===== config.mk =====
export PLATFORM = sky130hd
export DESIGN_NAME = digit_scanner
export DESIGN_NICKNAME = d
export VERILOG_FILES = /design/src/rtl/digit_scanner_pkg.sv /design/src/rtl/digit_scanner_lz_mask.sv /design/src/rtl/digit_scanner.sv
export SDC_FILE = /design/constraint.sdc
export NUM_CORES = 1
export LEC_CHECK = 0
export ABC_CLOCK_PERIOD_IN_PS = 3300
export CAP_MARGIN = 30
export CORE_MARGIN = 2
export CORE_UTILIZATION = 49
export CTS_CLUSTER_DIAMETER = 150
export DETAILED_ROUTE_END_ITERATION = 7
export GPL_ROUTABILITY_DRIVEN = 0
export PLACE_DENSITY = 0.73
export SETUP_SLACK_MARGIN = 0.3
export SLEW_MARGIN = 20
export SYNTH_ARGS = -nofsm -noshare
export SYNTH_HDL_FRONTEND = slang
export SYNTH_SLANG_ARGS = --single-unit

===== constraint.sdc =====
create_clock -name clk -period 3.3 [get_ports clk]
set_input_delay 0.99 -clock clk [delete_from_list [all_inputs] [get_ports clk]]
set_output_delay 0.99 -clock clk [all_outputs]
set_load 0.01 [all_outputs]

===== src/rtl/digit_scanner_pkg.sv =====
// Shared types and limits for the multiplexed digit scanner.
package digit_scanner_pkg;

  localparam int MAX_DIGITS = 8;

  typedef enum logic {
    GAP_S = 1'b0,
    ON_S  = 1'b1
  } state_e;

  typedef logic [3:0] bcd_t;

endpackage


===== src/rtl/digit_scanner_lz_mask.sv =====
// Leading-zero mask for the scanner (used only when LEADING_ZERO_BLANK_EN is defined).
// mask_o[i]=1 when digit i and every digit above it are zero; digit 0 is never masked.
module lz_mask
  import digit_scanner_pkg::*;
#(
  parameter int NUM_DIGITS = 4
) (
  input  bcd_t [NUM_DIGITS-1:1] digits_i,
  output logic [NUM_DIGITS-1:0] mask_o
);

  // hi_zero[i]: digits i..NUM_DIGITS-1 are all zero
  logic [NUM_DIGITS:1] hi_zero;

  assign hi_zero[NUM_DIGITS] = 1'b1;
  assign mask_o[0]           = 1'b0;

  for (genvar gi = 1; gi < NUM_DIGITS; gi++) begin : g_digit
    assign hi_zero[gi] = (digits_i[gi] == 4'd0) && hi_zero[gi+1];
    assign mask_o[gi]  = hi_zero[gi];
  end

endmodule


===== src/rtl/digit_scanner.sv =====
// Time-multiplexed display scanner: GAP (all off) then DWELL (one digit on) per digit.
// Optional leading-zero blanking is enabled by defining LEADING_ZERO_BLANK_EN.
module digit_scanner
  import digit_scanner_pkg::*;
#(
  parameter int NUM_DIGITS = 4,
  parameter int DWELL      = 100000,
  parameter int GAP        = 1000
) (
  input  logic                    clk,
  input  logic                    rst,
  input  logic [4*NUM_DIGITS-1:0] digits_in,
  input  logic                    load,
  output logic [NUM_DIGITS-1:0]   digit_sel,
  output logic [3:0]              nibble,
  output logic                    blank,
  output logic                    frame_start
);

  localparam int              IW         = $clog2(NUM_DIGITS);
  localparam logic [31:0]     GAP_LAST   = 32'(GAP - 1);
  localparam logic [31:0]     DWELL_LAST = 32'(DWELL - 1);
  localparam logic [IW-1:0]   IDX_LAST   = IW'(NUM_DIGITS - 1);

  state_e                  state_q, state_d;
  logic [31:0]             cnt_q, cnt_d;
  logic [IW-1:0]           idx_q, idx_d;
  bcd_t [NUM_DIGITS-1:0]   shadow_q, shadow_d;
  bcd_t [NUM_DIGITS-1:0]   active_q, active_d;
  logic                    pending_q, pending_d;
  logic                    wrap;

  logic [NUM_DIGITS-1:0]   digit_sel_q, digit_sel_d;
  bcd_t                    nibble_q, nibble_d;
  logic                    blank_q, blank_d;
  logic                    frame_start_q;

`ifdef LEADING_ZERO_BLANK_EN
  logic [NUM_DIGITS-1:0]   lz_blank;

  lz_mask #(
    .NUM_DIGITS (NUM_DIGITS)
  ) u_lz_mask (
    .digits_i (active_d[NUM_DIGITS-1:1]),
    .mask_o   (lz_blank)
  );
`endif

  always_comb begin
    state_d = state_q;
    cnt_d   = cnt_q + 32'd1;
    idx_d   = idx_q;
    wrap    = 1'b0;
    case (state_q)
      GAP_S: begin
        if (cnt_q == GAP_LAST) begin
          state_d = ON_S;
          cnt_d   = '0;
        end
      end
      ON_S: begin
        if (cnt_q == DWELL_LAST) begin
          state_d = GAP_S;
          cnt_d   = '0;
          if (idx_q == IDX_LAST) begin
            idx_d = '0;
            wrap  = 1'b1;
          end else begin
            idx_d = idx_q + IW'(1);
          end
        end
      end
      default: begin
        state_d = GAP_S;
        cnt_d   = '0;
      end
    endcase

    // Active digits only change at the frame boundary, so a frame is never torn.
    shadow_d  = shadow_q;
    active_d  = active_q;
    pending_d = pending_q;
    if (load && wrap) begin
      shadow_d  = digits_in;
      active_d  = digits_in;
      pending_d = 1'b0;
    end else if (load) begin
      shadow_d  = digits_in;
      pending_d = 1'b1;
    end else if (wrap && pending_q) begin
      active_d  = shadow_q;
      pending_d = 1'b0;
    end

    // Outputs are registered from next-state values so they line up with the state.
    digit_sel_d = (state_d == ON_S) ? (NUM_DIGITS'(1) << idx_d) : '0;
    nibble_d    = active_d[idx_d];
`ifdef LEADING_ZERO_BLANK_EN
    blank_d     = (state_d == GAP_S) ? 1'b1 : lz_blank[idx_d];
`else
    blank_d     = (state_d == GAP_S);
`endif
  end

  always_ff @(posedge clk or posedge rst) begin
    if (rst) begin
      state_q       <= GAP_S;
      cnt_q         <= '0;
      idx_q         <= '0;
      shadow_q      <= '0;
      active_q      <= '0;
      pending_q     <= 1'b0;
      digit_sel_q   <= '0;
      nibble_q      <= '0;
      blank_q       <= 1'b1;
      frame_start_q <= 1'b0;
    end else begin
      state_q       <= state_d;
      cnt_q         <= cnt_d;
      idx_q         <= idx_d;
      shadow_q      <= shadow_d;
      active_q      <= active_d;
      pending_q     <= pending_d;
      digit_sel_q   <= digit_sel_d;
      nibble_q      <= nibble_d;
      blank_q       <= blank_d;
      frame_start_q <= wrap;
    end
  end

  assign digit_sel   = digit_sel_q;
  assign nibble      = nibble_q;
  assign blank       = blank_q;
  assign frame_start = frame_start_q;

endmodule


# Yosys cells after proc, flatten, opt, wreduce, memory -nomap -nowiden
# Cells that the tools add are included.
[classes] addsub=2 order_cmp=1 bitwise_logic=2 n_reduce_logical=4 n_eq_ne=3 shift=1 muxes=23
[op_table] op="$mux W16" n=5
[op_table] op="$mux W32" n=2
[op_table] op="$pmux W32 S2" n=1
[op_table] op="$add A32 B1 Y32 const B" n=1
[op_table] op="$eq A32 B10 Y1 const B" n=1
[op_table] op="$eq A32 B17 Y1 const B" n=1
[op_table] op="$bmux W4 S2" n=1
[op_table] op="$mux W1" n=8
[op_table] op="$mux W4" n=2
[op_table] op="$mux W2" n=3
[op_table] op="$shl A1 B2 Y4 const A" n=1
[op_table] op="$lt A2 B3 Y1 const B" n=1
[op_table] op="$reduce_bool A3 Y1" n=1
[op_table] op="$add A2 B1 Y2 const B" n=1
[op_table] op="$eq A2 B2 Y1 const B" n=1
[op_table] op="$logic_and A1 B1 Y1" n=2
[op_table] op="$not A1 Y1" n=2
[op_table] op="$pmux W1 S2" n=1
[op_table] op="$reduce_bool A2 Y1" n=1
[totals] in_bits=19 word_cells=52 out_inout_bits=10 ff_bits=78

# Logic depth before layout (Yosys ltp)
[depth] depth_word=10 depth_mapped=13 mapped_depth_nobuf=9

# Least setup slack after synthesis
# OpenSTA, ideal clock, no wires.
[synth_timing] kind="register to register" from="reg cnt_q[0]" to="reg nibble_q[0] (netlist: nibble[0])" setup_slack_ps=947 setup_time_ps=126 period_less_slack_ps=2353 required_time_ps=3174 t_arrival_ps=2227 path_stages_with_launch=13 n_path_buf=3 cell_sequence="dfrtp_1 ha_1 and4_1 buf_6 nand4_1 or3_1 buf_6 clkinv_2 buf_6 a32oi_1 o211ai_2 a22o_1 a221o_1"
[synth_lines] item="from (decl)" line_no="digit_scanner.sv:26" source="logic [31:0] cnt_q, cnt_d;"
[synth_lines] item="from (signal assigned)" line_no="digit_scanner.sv:119" source="cnt_q <= cnt_d;"
[synth_lines] item="to (signal assigned)" line_no="digit_scanner.sv:125" source="nibble_q <= nibble_d;"
[synth_lines] item="to (decl)" line_no="digit_scanner.sv:34" source="bcd_t nibble_q, nibble_d;"

# Worst setup path after layout
[layout_timing] from="reg cnt_q[30]" to="reg nibble_q[2] (netlist: nibble[2])"
[layout_via] word_cells_on_any_way=12 cone_classes="eq/ne (1); mux (9); reduce/logical (2)"
[layout_lines] item="$eq A32 B17 Y1" line_no="digit_scanner.sv:62" source="if (cnt_q == DWELL_LAST) begin"
[layout_lines] item="$mux W2" line_no="digit_scanner.sv:62"
[layout_lines] item="$mux W2" line_no="digit_scanner.sv:54" source="case (state_q)"
[layout_lines] item="net idx_d[0]" line_no="digit_scanner.sv:27" source="logic [IW-1:0] idx_q, idx_d;"
[layout_lines] item="$bmux W4 S2" line_no="digit_scanner.sv:97" source="nibble_d = active_d[idx_d];"
[layout_lines] item="$mux W4 (implied by the code)" line_no="digit_scanner.sv:97"
[layout_lines] item="net nibble_d[2]" line_no="digit_scanner.sv:34"
# The timed path passes the listed nets, and every way through them passes these cells. The select of a mux whose other input is x is not followed.
# A chain may end at the register's enable or synchronous reset.

==> summary.md <==
| Metric | Value |
|---|---|
| Nets@finish | `387` |
| Post-CTS Setup Inserts | `0` |
| Final Setup Violations | `0` |
| Detailed placement HPWL | `4935 um` |
| Util after Layout | `58.83%` |
| Clock tree from TritonCTS | `yes` |
| Worst setup SP type | `flip-flop` |
| Die area | `0.008040 sq mm` |
| Most frequent cells after synthesis | `dfrtp_1 (77), nand2_1 (43), nor2_1 (35), xnor2_1 (18), inv_1 (17)` |
| DR WL/cell | `15.54 um` |
| Die Ht | `89.67 um` |
| DRT Wirelength | `7304 um` |
| Library cells used by synthesis | `43` |
| Clock skew | `13.19 ps` |
| Crit path capture type | `flip-flop` |
| Ys async rst share | `100.0%` |
| Final period util | `82.78%` |
| Detail Route Antenna Nets | `0` |
| Largest net degree at the start of global routing | `37` |
| Minimum clock period | `2732 ps` |
| Initial Utilization | `50.11%` |
| DR DRC count | `0` |
| Total power | `1.956 mW` |
| Port Buffers | `28` |
| Leakage Power | `1.904 nW` |
| Cells after synthesis | `333` |
| Seq. cell area | `0.001953 sq mm` |
| Crit-path max FO | `7` |
| Max Freq | `366.1 MHz` |
| Final Instance Count excl. Fillers | `470` |
| Placed cell count | `454` |
| Synth-to-Final Area Change | `17.40%` |
| Area of the multi-input gates | `0.001479 sq mm` |
| Die X | `89.67 um` |
| Clk root buf | `clkbuf_8` |
| Num rows | `31` |
| Seq cells post-synth | `78` |
| Slew margin rel. | `58.75%` |
| Iter 0 DRT Violations | `166` |
| Worst slew pin tran | `617.9 ps` |
| Share of layout cells above drive strength 1 | `12.94%` |
| Worst skew pair latency | `340 ps` |
| Num ports | `29` |
| Status | `complete, no violations` |
| CTS Buf Count | `9` |
| Post-synth EDFFs | `0` |
| Mapped cell area | `0.003596 sq mm` |
| First-pass GRT wire length | `12170 um` |
| Post-Syn Area per Cell | `10.80 sq um` |
| Fill count | `601` |
| Hold path startpoint | `cnt_q[0]` |
| Primary FF master, synth | `dfrtp_1` |
| CP arrival | `2960 ps` |
| CTS Hold Buffers Added | `0` |
| Max rail drop VDD | `0.0002753 V` |
| Number of max-cap violations | `0` |
| Hold Path Class | `flip-flop to flip-flop` |
| Most frequent cell after synthesis | `dfrtp_1` |
| Clk pin slew, worst setup/hold paths | `80 ps` |
| GRT overflow | `0` |
| Cell taking the most area after synthesis | `dfrtp_1` |
| PostCTS Resize Cnt | `0` |
| Via count | `2601` |
| Seq/Total Area, Yosys | `54.31%` |
| Core ar. | `0.007176 sq mm` |
| Post-DR vias/cell | `5.534` |
| Worst r2r src | `cnt_q[30]` |
| Sink Count | `78` |
| Count of final hold-check violations | `0` |
| N_diodes | `0` |
| All-Layer GR Usage | `20.10%` |
| H-tree depth | `3` |
| Required @ worst endpoint | `3520 ps` |
| Yosys warns | `0` |
| Post-route cell area | `0.004222 sq mm` |
| Synth top area share | `53.58%` |
| Post-Syn Nets | `354` |
| Fin Setup TNS | `0 ps` |
| Vias in the first global route | `2483` |
| Crit. Startpoint | `cnt_q[30]` |
| Max Slew Vio Count | `0` |
| Largest cells by area after synthesis | `dfrtp_1 (54%), nand2_1 (4.5%), xnor2_1 (4.4%)` |
| Power per cell area | `463.4 mW/mm^2` |
| Crit Path Class | `flip-flop to flip-flop` |
| Initial antenna violation count | `0` |
| RSZ-0062 raised after global routing | `no` |
| Placed Instance Area | `0.003975 sq mm` |
| Max clock buf depth | `2` |
| Pre-antenna DRT Iters | `4` |
[per-layer routing]
layer | global-route usage (%) | routed length [um] | vias up
met3 | 4.570 | 355 | 9
met5 | 0 | 0 | -
met4 | 8.955 | 113 | 0
met1 | 31.24 | 3641 | 1282
li1 | - | - | 1238
met2 | 26.67 | 3194 | 72
[report_power, final]
part | switching (mW) | internal [mW]
registers | 0.0121 | 0.978
logic | 0.0509 | 0.0446
clock network | 0.348 | 0.522
total | 0.411 | 1.54
[critical path: stages (launching register included)]
cell     delay (ps)
dfrtp_1         420
nor3_1          390
nand3_1         220
nor4_4          380
mux2i_2         480
inv_1           190
nor2_1          290
a22o_1          210
a31oi_1          40
[registers in the layout, summed over array words and instances, names as in the netlist]
| signal | cells |
|---|---|
| state_q | 1 |
| blank | 1 |
| pending_q | 1 |
| cnt_q | 32 |
| active_q | 16 |
| frame_start | 1 |
| nibble | 4 |
| shadow_q | 16 |
| idx_q | 2 |
| digit_sel | 4 |
[logic make-up after synthesis]
group	share of synthesized area [%]
and+or+nand+nor	19.56
DFF	54.31
AOI/OAI and AO/OA	9.812
buffers and inverters	4.558
xor gates and xnor gates	7.307
muxes	3.758
adders and majority gates	0.6958
[layout by cell type (no fill, tap or decap), types with 3 or more instances in the layout]
cell type	Yosys	layout
a22o_1	3	3
clkbuf_8	0	10
and3_1	4	4
clkdlybuf4s50_1	0	28
a21oi_1	3	3
o211ai_2	3	3
bufinv_16	0	3
nor3_1	10	10
mux2_2	9	9
nor4_4	5	5
dfrtp_1	77	77
nor2_1	35	35
xnor2_1	18	18
nand3_1	16	16
nand2_1	43	43
inv_1	17	16
o211ai_1	6	6
a32oi_1	13	13
clkinv_2	2	4
xor2_1	12	12
o21ai_0	9	9
nand4_1	9	9
buf_4	0	6
[per-stage QoR]
| stage | setup slack (ps) | hold slack, ps |
|---|---|---|
| detailed placement | 606.2 | 454.4 |
| CTS | 631.9 | 463.9 |
| global route | 400.2 | 507.7 |
| floorplan | 316.6 | 432.9 |
| global placement | 613.7 | 444.5 |
| finish | 568.4 | 461.7 |
[final cells by class]
class / instances / share of cell area [%]
Sequential cell: 78 / 46.27
Inverter: 19 / 1.749
Timing Repair Buffer: 35 / 8.180
Clock inverter: 6 / 2.579
Multi-Input combinational cell: 223 / 35.03
Tap cell: 99 / 2.934
Clock buffer: 10 / 3.260
[final timing paths]
path	to	slack (ps)	cells after the start
min in group asynchronous	active_q[13]	1040	2
max in group asynchronous	active_q[2]	1570	3
hold / removal	cnt_q[0]	460	1
setup reg to reg	nibble[2]	570	8
setup / recovery	nibble[2]	570	8
hold reg to reg	cnt_q[0]	460	1
Note: power is estimated with default switching activity, not from simulation.
